### src/rtl/fir_pkg.sv
// Shared types and helpers for the FIR output conditioning path.
package fir_pkg;

    localparam int DataWidth = 12;
    // Widest product of a sample shifted left by up to 7 bits.
    localparam int WideWidth = DataWidth + 7;
    // Attenuation runs 0..DataWidth inclusive.
    localparam int AttWidth  = $clog2(DataWidth + 1);

    typedef logic signed [DataWidth-1:0] sample_t;
    typedef logic signed [WideWidth-1:0] wide_t;

    typedef enum logic [1:0] {
        ACTIVE    = 2'd0,
        RAMP_DOWN = 2'd1,
        MUTED     = 2'd2,
        RAMP_UP   = 2'd3
    } mute_state_e;

    localparam sample_t SampleMax = sample_t'({1'b0, {(DataWidth-1){1'b1}}});
    localparam sample_t SampleMin = sample_t'({1'b1, {(DataWidth-1){1'b0}}});

    // A wide value fits in a sample when every bit from the sample sign bit up agrees.
    function automatic logic fits(input wide_t wide);
        logic [WideWidth-DataWidth:0] top_bits;
        top_bits = wide[WideWidth-1:DataWidth-1];
        return (top_bits == '0) || (top_bits == '1);
    endfunction

    // Clamp a wide value to the signed sample range.
    function automatic sample_t saturate(input wide_t wide);
        if (fits(wide)) begin
            return sample_t'(wide[DataWidth-1:0]);
        end else if (wide[WideWidth-1]) begin
            return SampleMin;
        end else begin
            return SampleMax;
        end
    endfunction

endpackage

### src/rtl/fir_output_conditioner_fifo.sv
// Small elastic FIFO between the conditioning pipeline and the I2S consumer.
// The head is presented combinationally; while empty the last popped word is held.
module sample_fifo #(
    parameter int DataWidth = 12,
    parameter int FifoDepth = 4
) (
    input  logic                 clk,
    input  logic                 srst,
    input  logic                 push,
    input  logic                 pop,
    input  logic [DataWidth-1:0] din,
    output logic [DataWidth-1:0] dout,
    output logic                 empty,
    output logic                 overflow
);

    localparam int AddrWidth = $clog2(FifoDepth);
    localparam logic [AddrWidth:0] CountFull = (AddrWidth + 1)'(FifoDepth);

    logic [DataWidth-1:0] mem [FifoDepth];
    logic [AddrWidth-1:0] wr_ptr_reg;
    logic [AddrWidth-1:0] rd_ptr_reg;
    logic [AddrWidth:0]   count_reg;
    logic [DataWidth-1:0] last_reg;
    logic                 overflow_reg;
    logic                 full;
    logic                 do_pop;
    logic                 do_push;

    assign empty   = (count_reg == '0);
    assign full    = (count_reg == CountFull);
    assign do_pop  = pop && !empty;
    // A pop in the same cycle frees the slot, so a full FIFO can still accept.
    assign do_push = push && (!full || do_pop);

    // Storage write; contents need no reset because count gates visibility.
    always_ff @(posedge clk) begin
        if (do_push) begin
            mem[wr_ptr_reg] <= din;
        end
    end

    // Pointers, occupancy, held output word and sticky overflow.
    always_ff @(posedge clk) begin
        if (srst) begin
            wr_ptr_reg   <= '0;
            rd_ptr_reg   <= '0;
            count_reg    <= '0;
            last_reg     <= '0;
            overflow_reg <= 1'b0;
        end else begin
            if (do_push) begin
                wr_ptr_reg <= wr_ptr_reg + 1'b1;
            end
            if (do_pop) begin
                rd_ptr_reg <= rd_ptr_reg + 1'b1;
                last_reg   <= mem[rd_ptr_reg];
            end
            case ({do_push, do_pop})
                2'b10:   count_reg <= count_reg + 1'b1;
                2'b01:   count_reg <= count_reg - 1'b1;
                default: count_reg <= count_reg;
            endcase
            if (push && !do_push) begin
                overflow_reg <= 1'b1;
            end
        end
    end

    assign dout     = empty ? last_reg : mem[rd_ptr_reg];
    assign overflow = overflow_reg;

endmodule

### src/rtl/fir_output_conditioner.sv
// Gain with saturation, click-free mute ramp and elastic output FIFO
// between the FIR filter and the I2S DAC input. Sample width comes from fir_pkg.
module fir_output_conditioner
    import fir_pkg::*;
#(
    parameter int FifoDepth      = 4,
    parameter int ClipCountWidth = 8
) (
    input  logic                      clk,
    input  logic                      reset,
    input  logic [DataWidth-1:0]      inData,
    input  logic                      inValid,
    input  logic [2:0]                gainShift,
    input  logic                      muteReq,
    output logic [DataWidth-1:0]      outData,
    output logic                      outValid,
    input  logic                      outReady,
    output logic                      muted,
    output logic                      overflow,
    output logic [ClipCountWidth-1:0] clipCount
);

    localparam logic [AttWidth-1:0] AttFull = AttWidth'(DataWidth);

    wide_t                     wide_ext;
    wide_t                     wide;
    sample_t                   sat;
    logic                      clip;
    logic                      s1_valid_reg;
    sample_t                   s1_data_reg;
    logic [AttWidth-1:0]       s1_att_reg;
    sample_t                   scaled;
    mute_state_e               state_reg;
    mute_state_e               state_next;
    logic [AttWidth-1:0]       att_reg;
    logic [AttWidth-1:0]       att_next;
    logic [AttWidth-1:0]       att_up;
    logic [AttWidth-1:0]       att_down;
    logic [ClipCountWidth-1:0] clip_count_reg;
    logic                      fifo_empty;
    logic                      pop;

    // Stage 1 gain: sign-extend, shift, clamp.
    assign wide_ext = {{(WideWidth - DataWidth){inData[DataWidth-1]}}, inData};
    assign wide     = wide_ext <<< gainShift;
    assign sat      = saturate(wide);
    assign clip     = !fits(wide);

    // Stage 1 register: clamped sample plus the attenuation in force when it was accepted.
    always_ff @(posedge clk) begin
        if (reset) begin
            s1_valid_reg <= 1'b0;
            s1_data_reg  <= '0;
            s1_att_reg   <= '0;
        end else begin
            s1_valid_reg <= inValid;
            if (inValid) begin
                s1_data_reg <= sat;
                s1_att_reg  <= att_reg;
            end
        end
    end

    // Stage 2 attenuation: full mute forces exact zero rather than -1.
    always_comb begin
        scaled = '0;
        if (s1_att_reg < AttFull) begin
            scaled = s1_data_reg >>> s1_att_reg;
        end
    end

    // Mute FSM state register; only advances on accepted samples.
    always_ff @(posedge clk) begin
        if (reset) begin
            state_reg <= ACTIVE;
            att_reg   <= '0;
        end else begin
            state_reg <= state_next;
            att_reg   <= att_next;
        end
    end

    assign att_up   = att_reg + 1'b1;
    assign att_down = att_reg - 1'b1;

    // Mute FSM next state: step attenuation one notch per sample toward the request.
    always_comb begin
        state_next = state_reg;
        att_next   = att_reg;
        if (inValid) begin
            case (state_reg)
                ACTIVE: begin
                    if (muteReq) begin
                        att_next   = att_up;
                        state_next = (att_up == AttFull) ? MUTED : RAMP_DOWN;
                    end
                end
                RAMP_DOWN, RAMP_UP: begin
                    if (muteReq) begin
                        att_next   = att_up;
                        state_next = (att_up == AttFull) ? MUTED : RAMP_DOWN;
                    end else begin
                        att_next   = att_down;
                        state_next = (att_down == '0) ? ACTIVE : RAMP_UP;
                    end
                end
                MUTED: begin
                    if (!muteReq) begin
                        att_next   = att_down;
                        state_next = (att_down == '0) ? ACTIVE : RAMP_UP;
                    end
                end
                default: begin
                    state_next = ACTIVE;
                    att_next   = '0;
                end
            endcase
        end
    end

    // Mute FSM outputs.
    always_comb begin
        muted = (state_reg == MUTED);
    end

    // Saturating count of clamped input samples.
    always_ff @(posedge clk) begin
        if (reset) begin
            clip_count_reg <= '0;
        end else if (inValid && clip && (clip_count_reg != '1)) begin
            clip_count_reg <= clip_count_reg + 1'b1;
        end
    end

    assign clipCount = clip_count_reg;
    assign pop       = outValid && outReady;
    assign outValid  = !fifo_empty;

    sample_fifo #(
        .DataWidth (DataWidth),
        .FifoDepth (FifoDepth)
    ) u_fifo (
        .clk      (clk),
        .srst     (reset),
        .push     (s1_valid_reg),
        .pop      (pop),
        .din      (scaled),
        .dout     (outData),
        .empty    (fifo_empty),
        .overflow (overflow)
    );

endmodule

### config.mk
export PLATFORM = sky130hd
export DESIGN_NAME = fir_output_conditioner
export DESIGN_NICKNAME = d
export VERILOG_FILES = /design/src/rtl/fir_pkg.sv /design/src/rtl/fir_output_conditioner_fifo.sv /design/src/rtl/fir_output_conditioner.sv
export SDC_FILE = /design/constraint.sdc
export NUM_CORES = 1
export LEC_CHECK = 0
export BUFFER_PORTS_ARGS = -buffer_cell sky130_fd_sc_hd__buf_2
export CAP_MARGIN = 20
export CORE_ASPECT_RATIO = 0.9
export CORE_UTILIZATION = 60
export CTS_CLUSTER_DIAMETER = 30
export DETAILED_ROUTE_END_ITERATION = 8
export PLACE_DENSITY = 0.8
export SLEW_MARGIN = 25
export SYNTH_ARGS = -nofsm -noshare
export SYNTH_HDL_FRONTEND = slang
export SYNTH_SLANG_ARGS = --single-unit
### constraint.sdc
create_clock -name clk -period 2.9 [get_ports clk]
set_input_delay 0.29 -clock clk [delete_from_list [all_inputs] [get_ports clk]]
set_output_delay 0.29 -clock clk [all_outputs]
set_load 0.005 [all_outputs]
# After elaboration in Yosys (flattened, before gate mapping)
# Memory sizes are Yosys's and may differ from the RTL's. A register that Yosys moved wholly into a read port is not among the register bits.
# Index checks and enable logic that the tools add are counted.
word_totals:
  reg_bits: 51
  ramBits: 48
  input_bits: 20
  elab_cells: 71
  memories: 1
mem_list:
  columns: ["name", "words", "word_bits", "rd", "rd_ports_with_merged_regs", "write_ports", "line_no", "source"]
  rows:
  - ["u_fifo.mem", 4, 12, 1, 1, 1, "fir_output_conditioner_fifo.sv:20", "logic [DataWidth-1:0] mem [FifoDepth];"]
op_classes:
  n_addsub: 7
  n_lt_le_gt_ge: 1
  n_eq_ne: 11
  shifts: 2
  n_mux: 19
  reduce_logical: 19
op_table:
  columns: ["op", "n"]
  rows:
  - ["12-bit two-way mux", 4]
  - ["12-bit by 3-bit <<< shifter with 19-bit output", 1]
  - ["2-bit two-way mux", 7]
  - ["4-bit two-way mux", 3]
  - ["4-bit case mux with 3 select lines", 1]
  - ["12-bit by 4-bit >>> shifter with 12-bit output", 1]
  - ["8-bit by 1-bit adder with 8-bit output, second input constant", 1]
  - ["8-bit equality test, second input constant", 1]
  - ["8-bit zero test", 1]
  - ["8-bit inequality test, second input constant", 1]
  - ["2-bit equality test, second input constant", 3]
  - ["1-bit logical AND", 6]
  - ["2-bit case mux with 3 select lines", 1]
  - ["3-bit case mux with 2 select lines", 1]
  - ["2-bit by 1-bit adder with 2-bit output, second input constant", 2]
  - ["4-bit by 1-bit adder with 4-bit output, second input constant", 1]
  - ["2-bit by 1-bit equality test with 1-bit output, second input constant", 2]
  - ["4-bit equality test, second input constant", 1]
  - ["1-bit zero test", 4]
  - ["4-bit zero test", 1]
  - ["4-bit < comparator, second input constant", 1]
  - ["2-bit inequality test, second input constant", 2]
  - ["4-bit by 1-bit subtractor with 4-bit output, second input constant", 1]
  - ["3-bit by 1-bit adder with 3-bit output, second input constant", 1]
  - ["9 further kinds", 11]

# Logic depth before layout (Yosys ltp)
# Gate-level depths: netlist of the first run.
logic_depth:
  word_depth: 8
  ltp_mapped: 11

# Hierarchy
# From an unflattened synthesis of the first run, not the netlist that was laid out.
hier_totals:
  cells_unflattened: 501
  hier_area_um2: 5434.0
modules_own_cells:
  columns: ["mod", "n_inst", "cells_each", "area_each_um2", "seq_area_each_um2"]
  rows:
  - ["sample_fifo", 1, 187, 2849.0, 1881.8]
  - ["fir_output_conditioner", 1, 314, 2585.0, 620.6]

# Worst setup path after synthesis of the first run
# OpenSTA, ideal clock, no wires.
synth_timing:
  kind: "register to register"
  start: "register u_fifo.count_reg[0]"
  end: "register u_fifo.count_reg[2]"
  setup_time_ns: 0.071
  t_arrival_ns: 2.377
  required_time_ns: 2.829
  slack_ns: 0.452
  stages_incl_launch_ff: 12
  n_path_buf: 2
  cell_sequence: "dfxtp_1 -> or3_1 -> clkbuf_1 -> nand2_1 -> inv_1 -> clkbuf_1 -> ha_1 -> inv_1 -> fa_1 -> xor2_1 -> or3_1 -> a21oi_1"
synth_via:
  elab_chain_len: 8
synth_lines:
  columns: ["item", "line_no", "source"]
  rows:
  - ["start: declaration", "fir_output_conditioner_fifo.sv:23", "logic [AddrWidth:0] count_reg;"]
  - ["start signal: assignment", "fir_output_conditioner_fifo.sv:60", "2'b10: count_reg <= count_reg + 1'b1;"]
  - ["start signal: assignment", "fir_output_conditioner_fifo.sv:61", "2'b01: count_reg <= count_reg - 1'b1;"]
  - ["start signal: assignment", "fir_output_conditioner_fifo.sv:62", "default: count_reg <= count_reg;"]
  - ["3-bit zero test (*)", "fir_output_conditioner_fifo.sv:30", "assign empty = (count_reg == '0);"]
  - ["1-bit zero test (*)", "fir_output_conditioner_fifo.sv:32, fir_output_conditioner.sv:137", null]
  - ["1-bit logical AND", "fir_output_conditioner.sv:136", "assign pop = outValid && outReady;"]
  - ["1-bit logical AND (*)", "fir_output_conditioner_fifo.sv:32", "assign do_pop = pop && !empty;"]
  - ["net u_fifo.do_pop", "fir_output_conditioner_fifo.sv:27", "logic do_pop;"]
  - ["1-bit logical OR", "fir_output_conditioner_fifo.sv:34", "assign do_push = push && (!full || do_pop);"]
  - ["1-bit logical AND", "fir_output_conditioner_fifo.sv:34", null]
  - ["2-bit by 1-bit equality test with 1-bit output or 2-bit equality test (tied branches)", "fir_output_conditioner_fifo.sv:59", "case ({do_push, do_pop})"]
  - ["3-bit case mux with 2 select lines or 2-bit nonzero test (tied branches)", null, null]
# Mark *: on every way through the listed nets, which the timed path passes. The rest lies on a longest branch.
# A chain may end at the register's enable or synchronous reset.

# Worst setup path in the final report of the first run
layout_timing:
  start: "register u_fifo.count_reg[0]"
  end: "register u_fifo.count_reg[2]"
layout_via:
  elab_chain_len: 8
layout_lines:
  columns: ["item", "line_no"]
  rows:
  - ["3-bit zero test", "fir_output_conditioner_fifo.sv:30"]
  - ["1-bit zero test", "fir_output_conditioner_fifo.sv:32, fir_output_conditioner.sv:137"]
  - ["1-bit logical AND", "fir_output_conditioner.sv:136"]
  - ["1-bit logical AND", "fir_output_conditioner_fifo.sv:32"]
  - ["1-bit logical OR", "fir_output_conditioner_fifo.sv:34"]
  - ["1-bit logical AND", "fir_output_conditioner_fifo.sv:34"]
  - ["2-bit by 1-bit equality test with 1-bit output or 2-bit equality test (tied branches)", "fir_output_conditioner_fifo.sv:59"]
  - ["3-bit case mux with 2 select lines or 2-bit nonzero test (tied branches)", null]
# Several ways; a longest one is shown, not always the timed one.

==> key figures, run 1 <==
Clock tree
  • H-tree Lvls: 3
  • Clock latency on the worst-skew pair: between 0.3 and 0.4 ns
  • Setup Buffers After CTS: 0
  • Sinks on Clock Net: 101
  • Post_cts resized: 0
  • Maximum clock path buffer count: 2
  • CTS Buf Count: 9
  • Clock transition at path regs: around 0.090 ns
  • CTS tree: done
  • Cts hold-fix bufs: 0
  • Root Buffer: clkbuf_8

Timing
  • Worst-margin pin slew: just under 0.8 ns
  • Fin worst setup slack: about 0.42 ns
  • Setup violations, final: 0
  • Max Clk Rate: between 400 and 500 MHz
  • Clock Skew: a little under 0.01 ns
  • Final setup TNS: 0 ns
  • RSZ-0062 raised after global routing: no
  • Slew HR: 0.477
  • Fin crit share: 0.855
  • Minimum clock period after layout: roughly 2.5 ns
  • Final Hold Slack: approximately 0.14 ns
  • Final Hold Vio Count: 0
  • Max Transition Viols Final: 0

Critical path
  • Worst path most repeated cell: inv_1
  • Crit. End Element: flop
  • Flop-to-flop setup slack: roughly 0.42 ns
  • CP Class: flop to flop
  • Cell Chain, Critical Path: nor4b_1 > nor2b_1 > inv_1 > ha_1 > inv_1 > fa_1 > xor2_1 > or3_1 > a21oi_1
  • Worst-path maximum fanout: 7
  • Critical-path top delay cell: nor4b_1
  • CP peak stage delay: about 0.50 ns
  • CP Data Required Time: roughly 3.2 ns
  • Critical Path Start Type: flop
  • Crit path DAT: ~2.8 ns

Route
  • WL final: about 9600 um
  • Routed vias: about 3.5k
  • Initial DRC Count: around 120
  • Post-route ant nets: 0
  • WL/cell: roughly 16 um
  • DRC errors left: 0
  • Via-to-Cell Ratio: 5.88
  • Drt pass-1 iters: 4

Yosys
  • Synth Register Bits: between 100 and 150
  • Compound-Gate Fraction of Synth Area: 0.107
  • Post-Syn Nets: between 400 and 500
  • Yosys warning count: 0
  • Primary FF master, synth: dfxtp_1
  • Mapped cell area: 5110 sq um
  • Mapped Cells: about 460
  • Avg Cell Area, Syn: between 10 and 15 sq um
  • Post-synth ARST share: 0
  • Combinational family with the most area after synthesis: multiplexers
  • Post-synthesis adder-cell area fraction: 0.0260
  • Post-synth EDFFs: 48
  • Fraction of the mapped netlist area in simple logic gates: 0.128
  • Post-synthesis mux area share: 0.194
  • Synth unique cells: 55
  • Seq/Total Area, Yosys: 0.490
  • Post-Synth XOR/XNOR Area: 0.0189

GRT
  • Vias in the first global route: 3376
  • Global route total overflow: 0
  • Largest net degree at the start of global routing: 51
  • Initial antenna violation count: 0
  • Total GRT Usage: 0.234
  • First-pass GRT wire length: 16100 um

Floorplanning
  • Die height: roughly 90 um
  • I/O Pins: 43
  • Die width: ~99 um
  • Initial Util: 0.627
  • Core footprint: roughly 8100 sq um
  • # rows: 31
  • Die Area: approximately 8900 sq um

Finish
  • Sequential cell area: 2500 sq um
  • Antenna cells: 0
  • Commonest non-fill, non-tap cell in the layout: dfxtp_1
  • Max reg flops: 48
  • Area Growth Syn to Fin: 8.96%
  • Most frequent cells in the layout: dfxtp_1, edfxtp_1, nor2_1, buf_2, nand2_1
  • Post-layout nets: around 520
  • Layout cells sized above 1: 0.239
  • Multi-input logic area: about 2400 sq um
  • FILL cells: 643

Placed design
  • Hpwl dp: between 6000 and 7000 um
  • Port Buffers: 42
  • GPL Wtd Cong: roughly 0.85
  • DP Worst Slack: about 0.27 ns

Power
  • Clock Power Share: 0.232
  • Pwr Density: ~670 nW/um^2
  • Net Switching: between 1 and 1.5 mW
  • Max IR drop VDD: 293 uV
  • Sequential share of power: 0.466
  • Internal power: between 2 and 3 mW
  • Net Sw Frac: 0.307
  • Combinational power share: 0.303
  • LEAKAGE: a little over 2 nW

Job
  • Max Cap Violations: 0

Worst hold path
  • Worst hold path class: input port to flop

Run status
  • Status: finished clean
power groups by stage:
| stage | registers, mW | logic [mW] | clock network [mW] |
|---|---|---|---|
| after floorplan | 1.73 | 0.830 | 0 |
| after global placement | 1.76 | 1.09 | 0 |
| after detailed placement | 1.77 | 1.13 | 0 |
| after CTS | 1.73 | 1.14 | 0.877 |
| after global routing | 1.75 | 1.25 | 0.936 |
| final | 1.73 | 1.13 | 0.863 |
synthesized netlist by cell type, drive strengths merged (3+ instances only):
master / count / share of area
a211oi: 7 / 0.010
a21oi: 28 / 0.027
a221o: 7 / 0.014
and2: 5 / 0.0064
buf: 7 / 0.0069
clkbuf: 21 / 0.019
dfxtp: 53 / 0.21
edfxtp: 48 / 0.28
ha: 9 / 0.022
inv: 14 / 0.010
mux2: 28 / 0.062
mux2i: 24 / 0.047
mux4: 19 / 0.085
nand2: 38 / 0.028
nand3: 7 / 0.0069
nand4: 4 / 0.0049
nor2: 47 / 0.035
nor2b: 11 / 0.013
nor3: 4 / 0.0039
nor4b: 3 / 0.0051
o21a: 3 / 0.0044
o21ai: 24 / 0.024
o31ai: 5 / 0.0073
or3: 4 / 0.0059
xnor2: 7 / 0.012
xor2: 4 / 0.0069
worst paths after layout:
kind | start | endpoint | cells past startpoint
worst max-delay path | u_fifo.count_reg[0]$_SDFFE_PP0P_ | u_fifo.count_reg[2]$_SDFFE_PP0P_ | 9
worst min-delay path | reset | s1_valid_reg$_SDFF_PP0_ | 2
worst max register to register | u_fifo.count_reg[0]$_SDFFE_PP0P_ | u_fifo.count_reg[2]$_SDFFE_PP0P_ | 9
worst min register to register | u_fifo.last_reg[11]$_SDFFE_PP0P_ | u_fifo.last_reg[11]$_SDFFE_PP0P_ | 2
layer usage:
metal | track usage | up-vias | wire (um)
met1 | 0.272 | 1668 | 4270
met4 | 0.0615 | 0 | 138
met5 | 0 | - | 0
met2 | 0.441 | 63 | 4880
met3 | 0.0563 | 13 | 300
li1 | - | 1744 | -
kinds of logic after synthesis:
| logic type | after synthesis |
|---|---|
| AND/OR/NAND/NOR | 136 |
| flip-flops | 101 |
| AO/OA/AOI/OAI | 85 |
| multiplexers | 71 |
| buffers and inverters | 42 |
| XOR/XNOR | 11 |
| adder cells (fa/ha/maj) | 10 |
metrics by stage:
step	cell area, sq um	instances	total power, mW	utilization
2_1_floorplan	5110	456	2.56	-
3_3_place_gp	5370	577	2.84	0.659
3_5_place_dp	5370	577	2.90	0.659
4_1_cts	5570	593	3.75	0.683
5_1_grt	5570	593	3.94	0.683
6_report	5570	593	3.72	0.683
worst max-delay path: cells and delay by family (launching register included):
kind	cells	cell delay, ns
compound gates	1	0.16
xor+xnor	1	0.16
fa+ha+maj	2	0.55
buf+inv	2	0.16
flops	1	0.35
simple gates	3	1.04
final cells by class:
class	count	area share
well taps	99	0.0223
inverters	14	0.00944
flip-flops and latches	101	0.450
clock inverters	6	0.00877
repair buffers	50	0.0486
clock buffers	10	0.0267
multi-input cells	313	0.435
Power figures use the tool's default switching activity.
==> inputs of run 2 (changes only) <==
--- a/config.mk
+++ b/config.mk
@@ -5,7 +5,7 @@
 export SDC_FILE = /design/constraint.sdc
 export NUM_CORES = 1
 export LEC_CHECK = 0
-export BUFFER_PORTS_ARGS = -buffer_cell sky130_fd_sc_hd__buf_2
+export BUFFER_PORTS_ARGS = -buffer_cell sky130_fd_sc_hd__clkbuf_2
 export CAP_MARGIN = 20
 export CORE_ASPECT_RATIO = 0.9
 export CORE_UTILIZATION = 60
==> key figures, run 2 (same netlist as run 1, synthesis figures left out) <==
Run status
  • Status: finished clean

Critical path
  • Worst-path maximum fanout: 7 (unchanged)
  • Critical-path top delay cell: nor4b_1
  • Flop-to-flop setup slack: 0.46 ns (+0.04 ns)
  • CP Class: flop to flop
  • Cell Chain, Critical Path: nor4b_1 > nor2b_1 > inv_1 > ha_1 > inv_1 > fa_1 > xor2_1 > or3_1 > a21oi_1
  • Critical Path Start Type: flop
  • CP Data Required Time: 3.19 ns (about the same)
  • Crit. End Element: flop
  • Worst Path Buf+Inv: 2 (unchanged)
  • Crit path DAT: 2.72 ns (-0.04 ns)
  • Gate family responsible for the most delay along the worst path: simple AND/OR/NAND/NOR gates
  • Worst path most repeated cell: inv_1
  • CP peak stage delay: 0.48 ns (-0.02 ns)

Power
  • Sequential share of power: 0.469 (+0.003)
  • Max IR drop VDD: 366 uV (+25%)
  • Net Sw Frac: 0.314 (+0.00643)
  • Combinational power share: 0.305 (+0.002)
  • Clock Power Share: 0.227 (-0.005)
  • Net Switching: 1.16 mW (+1.3%)
  • LEAKAGE: 2.07 nW (-0.54%)
  • Internal power: 2.54 mW (-1.7%)
  • Pwr Density: 666 nW/um^2 (-0.49%)

Timing
  • Final Hold Vio Count: 0 (unchanged)
  • RSZ-0062 raised after global routing: no
  • Setup violations, final: 0 (unchanged)
  • Minimum clock period after layout: 2.44 ns (-0.0419 ns)
  • Max Transition Viols Final: 0 (unchanged)
  • Fin crit share: 0.841 (-0.0145)
  • Final setup TNS: 0 ns (unchanged)
  • Clock Skew: 0.00891 ns (-0.000993 ns)
  • Max Clk Rate: 410 MHz (+1.7%)
  • Slew HR: 0.509 (+0.0325)
  • Final Hold Slack: 0.137 ns (-0.00570 ns)
  • Worst-margin pin slew: 0.735 ns (-0.0487 ns)

Floorplanning
  • Die Area: 8890 sq um (unchanged)
  • Die height: 89.5 um (unchanged)
  • Die width: 99.3 um (unchanged)
  • Initial Util: 0.627 (unchanged)
  • Core footprint: 8150 sq um (unchanged)
  • # rows: 31 (unchanged)
  • I/O Pins: 43 (unchanged)

Route
  • Met3 WL: 317 um (+5.7%)
  • WL final: 9460 um (-1.3%)
  • Initial DRC Count: 215 (+78%)
  • DRT met1 WL: 4240 um (-0.61%)
  • Met2 WL: 4810 um (-1.5%)
  • Post-route ant nets: 0 (unchanged)
  • Highest metal used: met4
  • DRC errors left: 0 (unchanged)
  • Drt pass-1 iters: 5 (+1)
  • Routed vias: 3531 (+1.2%)
  • WL/cell: 16.0 um (-1.3%)
  • Via-to-Cell Ratio: 5.95 (+1.2%)

Placed design
  • Port Buffers: 42 (unchanged)
  • Dpl cell area: 5370 sq um (unchanged)
  • GPL Wtd Cong: 0.834 (-2.1%)
  • Hpwl dp: 6760 um (-3.3%)

Clock tree
  • Root Buffer: clkbuf_8
  • Setup Buffers After CTS: 0 (unchanged)
  • Cts hold-fix bufs: 0 (unchanged)
  • Maximum clock path buffer count: 2 (unchanged)
  • Post_cts resized: 0 (unchanged)
  • Clock latency on the worst-skew pair: 0.36 ns (about the same)
  • CTS Buf Count: 9 (unchanged)
  • H-tree Lvls: 3 (unchanged)
  • Sinks on Clock Net: 101 (unchanged)
  • Clock transition at path regs: 0.10 ns (about the same)
  • CTS tree: done

GRT
  • Initial antenna violation count: 0 (unchanged)
  • Total GRT Usage: 0.229 (-0.00563)
  • Largest net degree at the start of global routing: 51 (unchanged)
  • Vias in the first global route: 3327 (-1.5%)
  • First-pass GRT wire length: 15800 um (-1.9%)
  • Global route total overflow: 0 (unchanged)

Finish
  • Antenna cells: 0 (unchanged)
  • Max reg flops: 48 (unchanged)
  • Commonest non-fill, non-tap cell in the layout: dfxtp_1
  • Area Growth Syn to Fin: 8.69%
  • FILL cells: 624 (-3.0%)
  • Post-layout nets: 519 (unchanged)
  • Fin area: 5550 sq um (-0.25%)
  • Most frequent cells in the layout: dfxtp_1, edfxtp_1, nor2_1, clkbuf_2, nand2_1
  • Layout cells sized above 1: 0.241 (+0.00202)

Worst hold path
  • Worst hold path class: input port to flop

Job
  • Max Cap Violations: 0 (unchanged)
==> run 2: cell type report <==
type / count / area (sq um) / area share
Clock buffer: 9 / 124 / 0.0223
Clock inverter: 7 / 60.1 / 0.0108
Inverter: 14 / 52.6 / 0.00946
Sequential cell: 101 / 2500 / 0.451
Tap cell: 99 / 124 / 0.0223
Timing Repair Buffer: 50 / 270 / 0.0487
Multi-Input combinational cell: 313 / 2420 / 0.436
==> run 2: worst paths after layout <==
path                                          from                               end  depth (start not counted)
hold reg to reg    u_fifo.last_reg[9]$_SDFFE_PP0P_   u_fifo.last_reg[9]$_SDFFE_PP0P_                          2
setup / recovery  u_fifo.count_reg[0]$_SDFFE_PP0P_  u_fifo.count_reg[2]$_SDFFE_PP0P_                          9
setup reg to reg  u_fifo.count_reg[0]$_SDFFE_PP0P_  u_fifo.count_reg[2]$_SDFFE_PP0P_                          9
hold / removal                               reset           s1_valid_reg$_SDFF_PP0_                          2
==> run 2: worst register-to-register path: cells and delay by family (launching register included) <==
family                   cells  cell delay (ns)
AO/OA/AOI/OAI                1             0.14
XOR/XNOR                     1             0.16
adder cells (fa/ha/maj)      2             0.56
buffers and inverters        2             0.16
flip-flops                   1             0.35
AND/OR/NAND/NOR              3             1.00
==> run 2: through the flow <==
stage / utilization / total power [mW] / setup WS, ns / instances
2_1_floorplan: - / 2.56 / 0.452 / 456
3_5_place_dp: 0.659 / 2.89 / 0.328 / 577
5_1_grt: 0.682 / 3.91 / 0.264 / 593
6_report: 0.682 / 3.70 / 0.462 / 593
4_1_cts: 0.682 / 3.72 / 0.438 / 593
3_3_place_gp: 0.659 / 2.85 / 0.401 / 577
==> run 2: power by group through the flow <==
stage / Sequential [mW] / Clock (mW) / Combinational, mW
floorplan: 1.73 / 0 / 0.830
global placement: 1.76 / 0 / 1.09
detailed placement: 1.76 / 0 / 1.13
CTS: 1.73 / 0.855 / 1.14
global route: 1.75 / 0.912 / 1.25
finish: 1.73 / 0.839 / 1.13
==> run 2: per-layer routing <==
| layer | vias to the layer above | global-route usage |
|---|---|---|
| met4 | 0 | 0.0628 |
| li1 | 1738 | - |
| met3 | 8 | 0.0453 |
| met2 | 80 | 0.415 |
| met1 | 1705 | 0.283 |
| met5 | - | 0 |
